===== src/rtl/lcd_ctrl.sv =====
// HD44780 write-only bus sequencer: runs the power-on init sequence after reset,
// then turns each accepted byte into a timed setup / EN pulse / hold / execution-wait cycle.
module lcd_ctrl #(
    parameter int PWR_CYC        = 750000,
    parameter int SETUP_CYC      = 4,
    parameter int EN_CYC         = 12,
    parameter int HOLD_CYC       = 4,
    parameter int CMD_WAIT_CYC   = 2000,
    parameter int CLEAR_WAIT_CYC = 80000
) (
    input  logic       i_clk,
    input  logic       i_rst_n,
    input  logic       i_req_vld,
    input  logic       i_req_rs,
    input  logic [7:0] i_req_data,
    output logic       o_req_rdy,
    output logic       o_init_done,
    output logic       o_lcd_on,
    output logic       o_lcd_en,
    output logic       o_lcd_rs,
    output logic       o_lcd_rw,
    output logic [7:0] o_lcd_data
);

    // state       | meaning
    // ST_PWR_WAIT | power-on delay before the first init command
    // ST_SETUP    | RS/DATA driven, EN low
    // ST_EN_HI    | EN pulse
    // ST_HOLD     | EN low, RS/DATA held
    // ST_WAIT     | LCD execution time for the byte just written
    // ST_IDLE     | waiting for a request (rdy high from the second cycle on)

    function automatic int max_of(input int a, input int b);
        return (a > b) ? a : b;
    endfunction

    localparam int MAX_CYC = max_of(max_of(max_of(PWR_CYC, SETUP_CYC), max_of(EN_CYC, HOLD_CYC)),
                                    max_of(CMD_WAIT_CYC, CLEAR_WAIT_CYC));
    localparam int CNT_W   = $clog2(MAX_CYC + 1);

    localparam logic [CNT_W-1:0] PWR_L   = CNT_W'(PWR_CYC);
    localparam logic [CNT_W-1:0] SETUP_L = CNT_W'(SETUP_CYC);
    localparam logic [CNT_W-1:0] EN_L    = CNT_W'(EN_CYC);
    localparam logic [CNT_W-1:0] HOLD_L  = CNT_W'(HOLD_CYC);
    localparam logic [CNT_W-1:0] CMD_L   = CNT_W'(CMD_WAIT_CYC);
    localparam logic [CNT_W-1:0] CLEAR_L = CNT_W'(CLEAR_WAIT_CYC);
    localparam logic [CNT_W-1:0] TC_L    = CNT_W'(1);
    localparam logic [2:0]       LAST_IDX = 3'd5;

    typedef enum logic [2:0] {
        ST_PWR_WAIT,
        ST_SETUP,
        ST_EN_HI,
        ST_HOLD,
        ST_WAIT,
        ST_IDLE
    } state_t;

    function automatic logic [7:0] init_rom(input logic [2:0] idx);
        case (idx)
            3'd0, 3'd1, 3'd2: init_rom = 8'h38;
            3'd3:             init_rom = 8'h0C;
            3'd4:             init_rom = 8'h01;
            default:          init_rom = 8'h06;
        endcase
    endfunction

    state_t           state, state_n;
    logic [CNT_W-1:0] cnt, cnt_n;
    logic [2:0]       idx, idx_n;
    logic             on_q, on_n;
    logic             en_q, en_n;
    logic             rs_q, rs_n;
    logic [7:0]       data_q, data_n;
    logic             rdy_q, rdy_n;
    logic             done_q, done_n;

    logic tc;
    logic accept;
    logic init_more;
    logic is_clear;

    assign tc        = (cnt == TC_L);
    assign accept    = (state == ST_IDLE) && rdy_q && i_req_vld;
    assign init_more = (idx != LAST_IDX);
    // Clear display and return home need the long execution wait.
    assign is_clear  = !rs_q && ((data_q == 8'h01) || (data_q == 8'h02) || (data_q == 8'h03));

    always_ff @(posedge i_clk or negedge i_rst_n) begin
        if (!i_rst_n) begin
            state  <= ST_PWR_WAIT;
            cnt    <= PWR_L;
            idx    <= 3'd0;
            on_q   <= 1'b0;
            en_q   <= 1'b0;
            rs_q   <= 1'b0;
            data_q <= 8'h00;
            rdy_q  <= 1'b0;
            done_q <= 1'b0;
        end else begin
            state  <= state_n;
            cnt    <= cnt_n;
            idx    <= idx_n;
            on_q   <= on_n;
            en_q   <= en_n;
            rs_q   <= rs_n;
            data_q <= data_n;
            rdy_q  <= rdy_n;
            done_q <= done_n;
        end
    end

    always_comb begin
        state_n = state;
        cnt_n   = cnt - TC_L;
        idx_n   = idx;
        case (state)
            ST_PWR_WAIT: if (tc) begin
                state_n = ST_SETUP;
                cnt_n   = SETUP_L;
            end
            ST_SETUP: if (tc) begin
                state_n = ST_EN_HI;
                cnt_n   = EN_L;
            end
            ST_EN_HI: if (tc) begin
                state_n = ST_HOLD;
                cnt_n   = HOLD_L;
            end
            ST_HOLD: if (tc) begin
                state_n = ST_WAIT;
                cnt_n   = is_clear ? CLEAR_L : CMD_L;
            end
            ST_WAIT: if (tc) begin
                if (init_more) begin
                    state_n = ST_SETUP;
                    cnt_n   = SETUP_L;
                    idx_n   = idx + 3'd1;
                end else begin
                    state_n = ST_IDLE;
                end
            end
            ST_IDLE: begin
                cnt_n = cnt;
                if (accept) begin
                    state_n = ST_SETUP;
                    cnt_n   = SETUP_L;
                end
            end
            default: begin
                state_n = ST_PWR_WAIT;
                cnt_n   = PWR_L;
            end
        endcase
    end

    // Output registers are loaded from the next-state decision so every pin is a flop.
    always_comb begin
        on_n   = on_q;
        rs_n   = rs_q;
        data_n = data_q;
        en_n   = (state_n == ST_EN_HI);
        rdy_n  = (state == ST_IDLE) && !accept;
        done_n = done_q || (state == ST_IDLE);
        if (state == ST_PWR_WAIT && tc) begin
            on_n   = 1'b1;
            rs_n   = 1'b0;
            data_n = init_rom(3'd0);
        end else if (state == ST_WAIT && tc && init_more) begin
            rs_n   = 1'b0;
            data_n = init_rom(idx + 3'd1);
        end else if (accept) begin
            rs_n   = i_req_rs;
            data_n = i_req_data;
        end
    end

    assign o_req_rdy   = rdy_q;
    assign o_init_done = done_q;
    assign o_lcd_on    = on_q;
    assign o_lcd_en    = en_q;
    assign o_lcd_rs    = rs_q;
    assign o_lcd_rw    = 1'b0;
    assign o_lcd_data  = data_q;

endmodule


===== config.mk =====
export PLATFORM = sky130hd
export DESIGN_NAME = lcd_ctrl
export DESIGN_NICKNAME = d
export VERILOG_FILES = /design/src/rtl/lcd_ctrl.sv
export SDC_FILE = /design/constraint.sdc
export NUM_CORES = 1
export LEC_CHECK = 0
export ABC_AREA = 1
export CAP_MARGIN = 20
export CORE_MARGIN = 2
export CORE_UTILIZATION = 57
export DETAILED_ROUTE_END_ITERATION = 10
export PLACE_DENSITY = 0.76
export SLEW_MARGIN = 20
export SYNTH_ARGS = -nofsm -noshare
export SYNTH_HDL_FRONTEND = slang
export SYNTH_SLANG_ARGS = --single-unit

===== constraint.sdc =====
create_clock -name i_clk -period 1.8 [get_ports i_clk]
set_clock_uncertainty 0.1 [all_clocks]
set_input_delay 0.45 -clock i_clk [delete_from_list [all_inputs] [get_ports i_clk]]
set_output_delay 0.45 -clock i_clk [all_outputs]
set_load 0.03 [all_outputs]

# Word-level counts from Yosys, hierarchy flattened
# Index checks and enable logic that the tools add are counted.
# W data, S select, Z words.
[totals] ff_bits=39 wordCells=68
[op_classes] reduce_logical=18 n_eq_ne=16 n_mux=23 addsub=2
[ops] cell="$mux W20" count=6
[ops] cell="$pmux W20 S5" count=1
[ops] cell="$mux W8" count=3
[ops] cell="$mux W3" count=7
[ops] cell="$eq A20 B1 Y1 const B" count=1
[ops] cell="$sub A20 B1 Y20 const B" count=1
[ops] cell="$pmux W3 S6" count=1
[ops] cell="$pmux W6 S3" count=1
[ops] cell="$mux W17" count=1
[ops] cell="$eq A8 B2 Y1 const B" count=2
[ops] cell="$eq A3 B2 Y1 const B" count=5
[ops] cell="$eq A3 B3 Y1 const B" count=3
[ops] cell="$eq A8 B1 Y1 const B" count=1
[ops] cell="$logic_and A1 B1 Y1" count=7
[ops] cell="$eq A3 B1 Y1 const B" count=2
[ops] cell="$logic_not A3 Y1" count=2
[ops] cell="$add A3 B1 Y3 const B" count=1
[ops] cell="$logic_or A1 B1 Y1" count=3
[ops] cell="$mux W1" count=3
[ops] cell="$ne A3 B3 Y1 const B" count=1
[ops] cell="$reduce_and A3 Y1" count=1
[ops] cell="$reduce_bool A3 Y1" count=1
[ops] cell="$reduce_or A3 Y1" count=1
[ops] cell="$logic_not A1 Y1" count=2
[ops] cell="other kinds (2)" count=2

# Logic depth before layout (Yosys ltp)
[depth] ltp_word=7 depth_mapped=11 mapped_depth_nobuf=11

# Worst setup path after synthesis
# No wires, ideal clock.
[synth_path] path_type="flip-flop to flip-flop" start="register cnt[0]" end="register cnt[18]" stages_incl_launch_ff=10 slack_ps=156 n_path_buf=0 t_arrival_ps=1425 path_cell_list="dfrtp_1 > inv_1 > ha_1 > inv_1 > nor2_1 > nand2_2 > nor2_4 > nand3_1 > xor2_1 > o21ai_2"
[synth_between] elab_chain_cells=4
[synth_lines] element="start: declaration" line="69" rtl="logic [CNT_W-1:0] cnt, cnt_n;"
[synth_lines] element="start signal: assignment" line="102" rtl="cnt <= cnt_n;"
[synth_lines] element="$sub A20 B1 Y20" line="115" rtl="cnt_n = cnt - TC_L;"
[synth_lines] element="$mux W20" line="135" rtl="if (init_more) begin"
[synth_lines] element="$mux W20" line="134" rtl="ST_WAIT: if (tc) begin"
[synth_lines] element="$pmux W20 S5 (*)" line="117" rtl="case (state)"
# Mark *: on every way between the ends. The rest lies on a longest branch, timed or not.
# A chain may end at the register's enable or synchronous reset.

# Worst setup path in the final report
[layout_path] start="register cnt[3]" end="register cnt[9]"
# Same word-level chain as after synthesis.

==> results by group <==
Synth
  – Post-synthesis average cell area: 7.489 um^2
  – Portion of the post-synthesis area used by sequential elements: 38.59%
  – Total number of yosys warnings: 0
  – Net Count, Synth: 362
  – Area of the mapped netlist: 2561 um^2
  – Mapped Cells: 342
  – Number of register bits inferred by synthesis: 39
  – Distinct cell type count after synthesis: 37

Layout
  – Layout area overhead: 25.06%
  – Fill cell total of the finished layout: 323
  – Post-Layout Inst Area: 3203 um^2
  – Diode count: 0
  – Nets: 413
  – Layout cells sized above 1: 24.62%

Critical path
  – Nature of the critical path endpoint: flip-flop
  – Delay of the slowest cell on the worst path: 450 ps
  – Worst-path cell with the longest stage delay: dfrtp_2
  – Startpoint-to-endpoint class of the critical path: reg -> reg
  – Top cell by count, worst path: nand3_4
  – Arr. time, crit path: 1810 ps
  – Critical path startpoint category: flip-flop
  – Cell type group with the largest total delay on the critical path: simple AND/OR/NAND/NOR gates
  – Worst path cell trace: nor2_2, nand2_1, nor2_4, nand3_4, nand2_8, nand3_4, o21ai_0, o21ai_1
  – Worst endpoint required time: 1880 ps
  – Beginning of the worst register-to-register path: cnt[3]
  – Critical path fanouts, max: 8
  – Startpoint of the most critical setup path: cnt[3]
  – Buf/Inv on CP: 0

STA
  – Minimum clock period after layout: 1731 ps
  – Number of setup violations in the final report: 0
  – Number of pins with negative max-slew slack in the final report: 0
  – Minimum setup slack in the final design: 68.85 ps
  – Worst-Margin Slew: 567.0 ps
  – Total count of hold-check failures in the final report: 0
  – Setup repair after global routing missed its margin: true
  – Top achievable clock speed: 0.5777 GHz
  – Final clock period utilization by the worst path: 96.18%
  – Headroom to the max-slew limit: 61.85%

Clock tree
  – TritonCTS buffer count: 5
  – Sink count of the clock tree: 39
  – Latest clock arrival within the worst-skew pair: 300 ps
  – Clock tree root driver cell: clkbuf_8
  – Clock Tree Buf Depth: 2
  – H-tree depth: 2
  – Clock transition time at the flip-flop clock pins of the worst setup and hold paths: 70 ps
  – CTS tree: yes

Floorplanning
  – Starting density of the core: 58.82%
  – Core region area: 4354 um^2
  – Die extent in y: 71.03 um
  – Die Footprint: 5045 um^2
  – Die extent in x: 71.03 um
  – Boundary pin count: 26
  – Number of rows created at floorplan: 24

Pwr
  – Pwr dens: 474.8 nW/um^2
  – Pint: 1.172 mW
  – Overall power consumption: 1.521 mW
  – Comb power frac: 3.8%
  – Switching Fraction: 22.92%
  – Proportion of power drawn by the clock network: 38.5%
  – Lkg Pwr: 1.496 nW
  – Fraction of power consumed by sequential logic: 57.7%
  – Max IR drop VDD: 0.4789 mV
  – Power dissipated by switching net loads: 0.3485 mW

Drt
  – Number of routed nets with antenna violations: 0
  – Pre-Repair DR Iteration Count: 4
  – DR iter-0 viols: 183
  – DR DRC count: 0
  – Mean routed wirelength per cell: 13.08 um
  – Vias per Instance: 5.083
  – Total via count after detailed routing: 2267
  – Final WL: 5.834 mm

Global route
  – Vias in the first global route: 2263
  – Number of antenna violations at the first check in global routing: 0
  – GR Util All Layers: 25.49%
  – Global-route wire length before repair: 10.14 mm
  – GR Overflow Total: 0
  – Pin count of the biggest net entering global routing: 20

Placement
  – Final weighted congestion of routability-driven global placement: 0.9089
  – Buffers added on ports: 24
  – Detailed placement HPWL: 4.481 mm
  – Placed instance area: 2984 um^2
  – Setup slack at placement: -22.48 ps

Worst hold path
  – Worst hold start: o_lcd_on
  – Kind of path behind the tightest hold check: reg -> reg

Flow run
  – Maximum capacitance violations: 0

Status
  – Result of the run: finished clean
[per-stage QoR]
step	utilization [%]	cells	hold WS [ps]	TNS, ps
2_1_floorplan	-	342	54.41	0
3_3_place_gp	68.53	432	237.2	-20.40
3_5_place_dp	68.53	432	242.7	-43.63
4_1_cts	70.32	441	381.5	0
5_1_grt	73.56	446	401.2	-45.05
6_report	73.56	446	384.3	0
[sequential cells by signal, summed over array words and instances (netlist names)]
signal	flops
cnt	20
o_lcd_data	8
idx	3
state	3
o_init_done	1
o_lcd_en	1
o_lcd_on	1
o_lcd_rs	1
o_req_rdy	1
[area by class of cell]
| cell class | count | area, um^2 | share of cell area, % |
|---|---|---|---|
| Tap cell | 52 | 65.06 | 2.031 |
| Clock buffer | 5 | 68.82 | 2.148 |
| Clock inverter | 3 | 15.01 | 0.4688 |
| Timing Repair Buffer | 48 | 414.1 | 12.93 |
| Multi-Input combinational cell | 256 | 1486 | 46.41 |
| Inverter | 43 | 163.9 | 5.117 |
| Sequential cell | 39 | 989.7 | 30.90 |
[Yosys cell counts (all sizes together)]
cell / number / area share, %
nor2: 55 / 11
nor4: 1 / 0.24
nand3b: 2 / 0.59
xnor2: 4 / 1.4
nor3: 6 / 1.4
dfstp: 10 / 10
dfrtp: 29 / 28
buf: 4 / 1.1
o211ai: 2 / 0.59
a21oi: 8 / 1.6
inv: 43 / 6.3
xor2: 10 / 3.4
o22ai: 2 / 0.49
nand3: 32 / 7.4
or2: 2 / 0.49
clkbuf: 1 / 0.15
conb: 1 / 0.15
nand2: 96 / 15
o21a: 1 / 0.29
nand4: 4 / 0.98
a31o: 1 / 0.34
o21ai: 20 / 4.5
ha: 8 / 3.9
[cells in the final DEF (no fill, tap or decap), types with 8 or more instances in the layout]
master,instances
a21oi_1,8
buf_4,22
clkdlybuf4s50_1,10
dfrtp_1,28
dfstp_2,10
dlygate4sd2_1,13
inv_1,38
nand2_1,86
nand2_2,8
nand3_1,26
nor2_1,35
nor2_2,12
nor2_4,9
o21ai_1,11
xor2_1,9
[cells by family (layout without fill, tap and decap cells)]
kind of cell / Yosys count / in the layout / synth area share (%)
flip-flops: 39 / 39 / 38.59
AO/OA/AOI/OAI: 34 / 34 / 7.768
XOR/XNOR: 14 / 14 / 4.787
adder cells (fa/ha/maj): 8 / 8 / 3.908
other: 1 / 1 / 0.1464
buffers and inverters: 48 / 99 / 7.572
AND/OR/NAND/NOR: 198 / 199 / 37.23
[what timing repair did]
action | in CTS | in global routing
setup buffers | 0 | 4
cloned | 0 | 1
hold buffers | 1 | 0
resized for setup | 13 | 26
hold endpoints to repair | 10 | 0
setup endpoints to repair | 13 | 27
pin swaps | 0 | 7
[power by group through the flow]
| stage | registers (mW) | clock network (mW) | logic [mW] |
|---|---|---|---|
| floorplan | 0.893 | 0 | 0.0106 |
| global placement | 0.893 | 0 | 0.0566 |
| detailed placement | 0.893 | 0 | 0.0577 |
| CTS | 0.877 | 0.592 | 0.0592 |
| global route | 0.877 | 0.635 | 0.0660 |
| finish | 0.877 | 0.586 | 0.0584 |
[final timing paths]
kind                                     to  slack [ps]  depth (start not counted)
worst max register to register       cnt[9]          70                          8
max in group asynchronous           cnt[12]         570                          3
worst min-delay path               o_lcd_on         380                          1
worst max-delay path                 cnt[9]          70                          8
min in group asynchronous       o_init_done         520                          2
worst min register to register     o_lcd_on         380                          1
[worst reg2reg max path: stages (launching register included)]
cell	delay, ps
dfrtp_2	450
nor2_2	170
nand2_1	130
nor2_4	160
nand3_4	170
nand2_8	150
nand3_4	110
o21ai_0	100
o21ai_1	80
[metal layers]
| layer | share of wire [%] | up-vias | GRT usage, % |
|---|---|---|---|
| met5 | 0 | - | 0 |
| met4 | 0.99 | 0 | 7.966 |
| met3 | 4.8 | 6 | 5.698 |
| met2 | 45 | 41 | 39.04 |
| met1 | 49 | 1037 | 36.19 |
| li1 | - | 1183 | - |
No activity file was read; power rests on OpenSTA's default activity.
==> RTL change 1, RTL diff (same flow settings) <==
Take the reset off `data_q` and load it in a clocked block of its own.
--- a/src/rtl/lcd_ctrl.sv
+++ b/src/rtl/lcd_ctrl.sv
@@ -95,5 +95,4 @@
             en_q   <= 1'b0;
             rs_q   <= 1'b0;
-            data_q <= 8'h00;
             rdy_q  <= 1'b0;
             done_q <= 1'b0;
@@ -105,8 +104,11 @@
             en_q   <= en_n;
             rs_q   <= rs_n;
-            data_q <= data_n;
             rdy_q  <= rdy_n;
             done_q <= done_n;
         end
+    end
+
+    always_ff @(posedge i_clk) begin
+        data_q <= data_n;
     end
 
Check against the original RTL: no difference found for any inputs over 10 cycles, from zero or initial values and one cycle with i_rst_n low; that may be too few to reach the edited logic, so the function may still have changed.
==> RTL change 1 against the unedited design <==
Sequential share of layout area down 3.3 points. Via count up 15%. Power up 2.5%. Core utilization up 6.0 points. Worst setup slack worse by 64 ps. Critical path depth unchanged. Sequential cell count unchanged. Synthesized area down 1.0%. Cell area up 7.5%. Routed wire length up 16%. Clock power up 8.5%. Critical endpoint is now idx[0]. Largest cell class unchanged.
==> RTL change 1: results (changes against the unedited design) <==
number of gates resized after cts: 20 (+7)
run status: finished, final reports clean
Seq. cell area: 950 um^2 (-4.0%)
share of flip-flops with an asynchronous set or reset: 79.5% (-21 points)
highest cell delay on the worst timing path: 420 ps (-30 ps)
met3 layer usage reported by global route: 5.13% (-0.57 points)
worst ir drop on vdd: 0.518 mV (+8.1%)
final-layout fill cell count: 308 (-4.6%)
Synth Area per Inst: 7.06 um^2 (-5.7%)
static leakage power: 1.66 nW (+11%)
routed wl met3: 379 um (+36%)
number of buffers other than clock buffers in the final layout: 72 (+50%)
placer's final routability congestion estimate: 0.929 (+2.2%)
routed wire length per instance: 13.9 um (+6.4%)
Min-Delay Path Depth: 2 (+1)
number of iterations in the first detailed-routing pass: 5 (+1)
routed metal-1 wirelength: 2760 um (-4.1%)
timing startpoint of the critical path: cnt[2]
top cells by area in the synthesized netlist: sky130_fd_sc_hd__dfrtp_1 21%, sky130_fd_sc_hd__nand2_1 15%, sky130_fd_sc_hd__dfstp_2 10%
sequential cell count of the final layout: 39 (unchanged)
Internal Dissipation: 1.18 mW (+0.45%)
sequential-to-total area share from yosys stat: 37.4% (-1.2 points)
multi-input combinational cell count: 269 (+5.1%)
adder and majority cell fraction of the synthesized area: 3.46% (-0.45 points)
relative contribution of sequential cells to total power: 56.1% (-1.6 points)
vias in the first global route: 2378 (+5.1%)
layout net count: 453 (+9.7%)
routed vias/inst: 5.36 (+5.5%)
utilization of the core after routing: 79.6% (+6.0 points)
post-synthesis xor/xnor area fraction: 4.84% (+0.050 points)
CP max-delay cell: sky130_fd_sc_hd__dfrtp_1
global-route wire length before repair: 10500 um (+3.2%)
most numerous cell types in the synthesized netlist: 98 x sky130_fd_sc_hd__nand2_1, 49 x sky130_fd_sc_hd__nor2_1, 41 x sky130_fd_sc_hd__inv_1
met1 Resource Use GR: 33.0% (-3.2 points)
violation count after the first detailed-route iteration: 214 (+17%)
total sequential power: 0.874 mW (about the same)
[RTL change 1: cell types whose count changed after synthesis, moves of 3 or more]
cell                      delta
sky130_fd_sc_hd__dfrtp_1     -8
sky130_fd_sc_hd__nor2_4      -4
sky130_fd_sc_hd__nor3_1      -4
sky130_fd_sc_hd__o21ai_1     -9
sky130_fd_sc_hd__o21ai_0     +7
sky130_fd_sc_hd__nand2_2     -3
sky130_fd_sc_hd__nand2_1    +10
sky130_fd_sc_hd__nor2_1     +11
sky130_fd_sc_hd__nand3_1     +6
sky130_fd_sc_hd__dfxtp_1     +8
[RTL change 1: final timing paths]
check | slack, ps | endpoint
max | 5 | idx[0]
min | 360 | o_init_done
max reg2reg | 5 | idx[0]
min reg2reg | 360 | o_init_done
max in group asynchronous | 950 | cnt[17]
min in group asynchronous | 400 | cnt[1]
==> RTL change 2, RTL diff (config.mk and constraints unchanged) <==
Made on the original files. The parameter `CLEAR_WAIT_CYC` goes from 80000 to 320000.
--- a/src/rtl/lcd_ctrl.sv
+++ b/src/rtl/lcd_ctrl.sv
@@ -7,5 +7,5 @@
     parameter int HOLD_CYC       = 4,
     parameter int CMD_WAIT_CYC   = 2000,
-    parameter int CLEAR_WAIT_CYC = 80000
+    parameter int CLEAR_WAIT_CYC = 320000
 ) (
     input  logic       i_clk,
Function: no difference found for any inputs over 10 cycles, from zero or initial values and one cycle with i_rst_n low; that may be too few to reach the edited logic, so the function may still have changed.
==> RTL change 2 against the unedited design <==
The flow now finishes with violations (setup timing). Cell area is 8.3% higher. Routed wire length is 16% higher. Critical path type unchanged. Count of clock-buffer cells in the layout is 2 higher. Worst setup slack worse by 130 ps. Power is 0.84% lower. Hold slack worse by 290 ps. Synthesized area is 0.54% lower. Combinational power is 13% lower. Sequential cell count stayed put.
==> RTL change 2: results (changes against the unedited design) <==
run status: finished, violations left
failing checks: setup timing
worst ir drop on vdd: 0.502 mV (+4.7%)
routed wire length per instance: 14.4 um (+10%)
number of hold buffers added after cts: 0 (-1)
maximum number of pins on one net before global-route repair: 40 (+100%)
GRT Total Usage: 26.5% (+1.0 points)
number of nets produced by synthesis: 364 (+0.55%)
Arr. time, crit path: 2000 ps (+190 ps)
fraction of layout cells with a size suffix above 1: 30.7% (+6.1 points)
buffer cell driving the clock tree root: sky130_fd_sc_hd__clkbuf_8
r2r worst-path depth: 11 (+3)
biggest fanout along the worst timing path: 7 (-1)
number of synthesized flops with an enable pin: 0 (unchanged)
# H-tree levels: 2 (unchanged)
register containing the most flip-flops in the final layout: cnt
Distinct cells, synth: 34 (-8.1%)
total gr overflow: 0 (unchanged)
net load switching power: 0.335 mW (-3.9%)
number of antenna violations at the first check in global routing: 0 (unchanged)
estimated wirelength of the detail-placed design: 4730 um (+5.7%)
layout net count: 439 (+6.3%)
violation count after the first detailed-route iteration: 235 (+28%)
placer's final routability congestion estimate: 0.890 (-2.1%)
worst hold-check path type: input port to async pin
number of gates resized after cts: 18 (+5)
sequential-to-total area share from yosys stat: 38.8% (+0.21 points)
number of flip-flops under the largest register name: 20 (unchanged)
routed vias/inst: 5.38 (+5.9%)
# setup viols final: 9 (+9)
global-route wire length before repair: 10500 um (+3.8%)
antenna fix cells: 0 (unchanged)
static leakage power: 1.66 nW (+11%)
share of flip-flops with an asynchronous set or reset: 100% (unchanged)
number of iterations in the first detailed-routing pass: 5 (+1)
most numerous cell types in the synthesized netlist: 98 x sky130_fd_sc_hd__nand2_1, 37 x sky130_fd_sc_hd__inv_1, 36 x sky130_fd_sc_hd__nor2_1
Bufs on Longest Clock Path: 2 (unchanged)
setup slack after layout: -64.3 ps (-133 ps)
transition at the pin with the smallest max-transition slack: 504 ps (-63.3 ps)
setup TNS: -219 ps (-219 ps)
vias in the first global route: 2353 (+4.0%)
final-layout fill cell count: 281 (-13%)
top cells by area in the synthesized netlist: sky130_fd_sc_hd__dfrtp_1 28%, sky130_fd_sc_hd__nand2_1 14%, sky130_fd_sc_hd__dfstp_2 10%
clock latency of the later-clocked register in the worst-skew pair: 290 ps
Final Cell Area: 3470 um^2 (+8.3%)
instance area at placement: 3150 um^2 (+5.5%)
## RTL change 2: cell count changes after synthesis, sizes merged, moves of 2 or more
cell	before	now
o22ai	2	0
nor2	55	49
nand2	96	104
a21oi	8	12
nor3	6	8
o211ai	2	0
o21ai	20	15
buf	4	6
o21bai	0	3
inv	43	41
nand3	32	34
## RTL change 2: cell families after synthesis
group	after synthesis	synth area share (%)
other cells	1	0.147
fa+ha+maj	8	3.93
flops	39	38.8
simple gates	203	37.7
xor+xnor	13	4.47
buf+inv	47	7.81
compound gates	33	7.17
## RTL change 2: power groups by stage
stage | clock, mW | sequential (mW) | combinational [mW]
after global routing | 0.616 | 0.876 | 0.0566
after floorplan | 0 | 0.893 | 0.00926
after global placement | 0 | 0.893 | 0.0502
after detailed placement | 0 | 0.893 | 0.0507
final | 0.581 | 0.877 | 0.0506
after CTS | 0.595 | 0.877 | 0.0506
## RTL change 2: critical path: stages (launching register included)
cell and delay, ps:
sky130_fd_sc_hd__dfrtp_1 430, sky130_fd_sc_hd__nor2_2 170, sky130_fd_sc_hd__nand2_1 110, sky130_fd_sc_hd__nor2_4 140, sky130_fd_sc_hd__nand3_4 130, sky130_fd_sc_hd__nor2_4 170, sky130_fd_sc_hd__nand2_4 110, sky130_fd_sc_hd__nand2_8 130
sky130_fd_sc_hd__inv_6 40, sky130_fd_sc_hd__nand3b_1 110, sky130_fd_sc_hd__nand2_1 80, sky130_fd_sc_hd__inv_1 60
## RTL change 2: cell type report
| type | count | area share [%] |
|---|---|---|
| clock inverters | 1 | 0.144 |
| inverters | 41 | 4.65 |
| repair buffers | 73 | 17.4 |
| flip-flops and latches | 39 | 28.5 |
| multi-input cells | 259 | 45.3 |
| well taps | 52 | 1.88 |
| clock buffers | 7 | 2.20 |
## RTL change 2: final timing paths
| check | to | start |
|---|---|---|
| worst min-delay path | cnt[1] | i_rst_n |
| worst max-delay path | o_lcd_data[5] | cnt[9] |
| worst max register to register | o_lcd_data[5] | cnt[9] |
| max in group asynchronous | cnt[17] | i_rst_n |
| worst min register to register | o_init_done | o_init_done |
| min in group i_clk | o_init_done | o_init_done |
## RTL change 2: per-stage QoR
step	worst slack, ps	hold slack [ps]	power (mW)	std cells	utilization, %
final	-64.3	98.9	1.51	472	80.2
after global routing	-148	146	1.55	472	80.2
after CTS	-20.2	114	1.52	468	75.0
after detailed placement	-90.4	353	0.944	460	72.8
after global placement	-88.7	348	0.943	460	72.8
after floorplan	48.6	54.4	0.902	344	-
## RTL change 2: layer usage
metal  up-vias  GRT usage, %  share of wire (%)
met2        98          42.2                 48
met3        16          4.27                6.1
met5         -             0                  0
met4         0          7.55                2.6
met1      1190          37.7                 43
li1       1236             -                  -
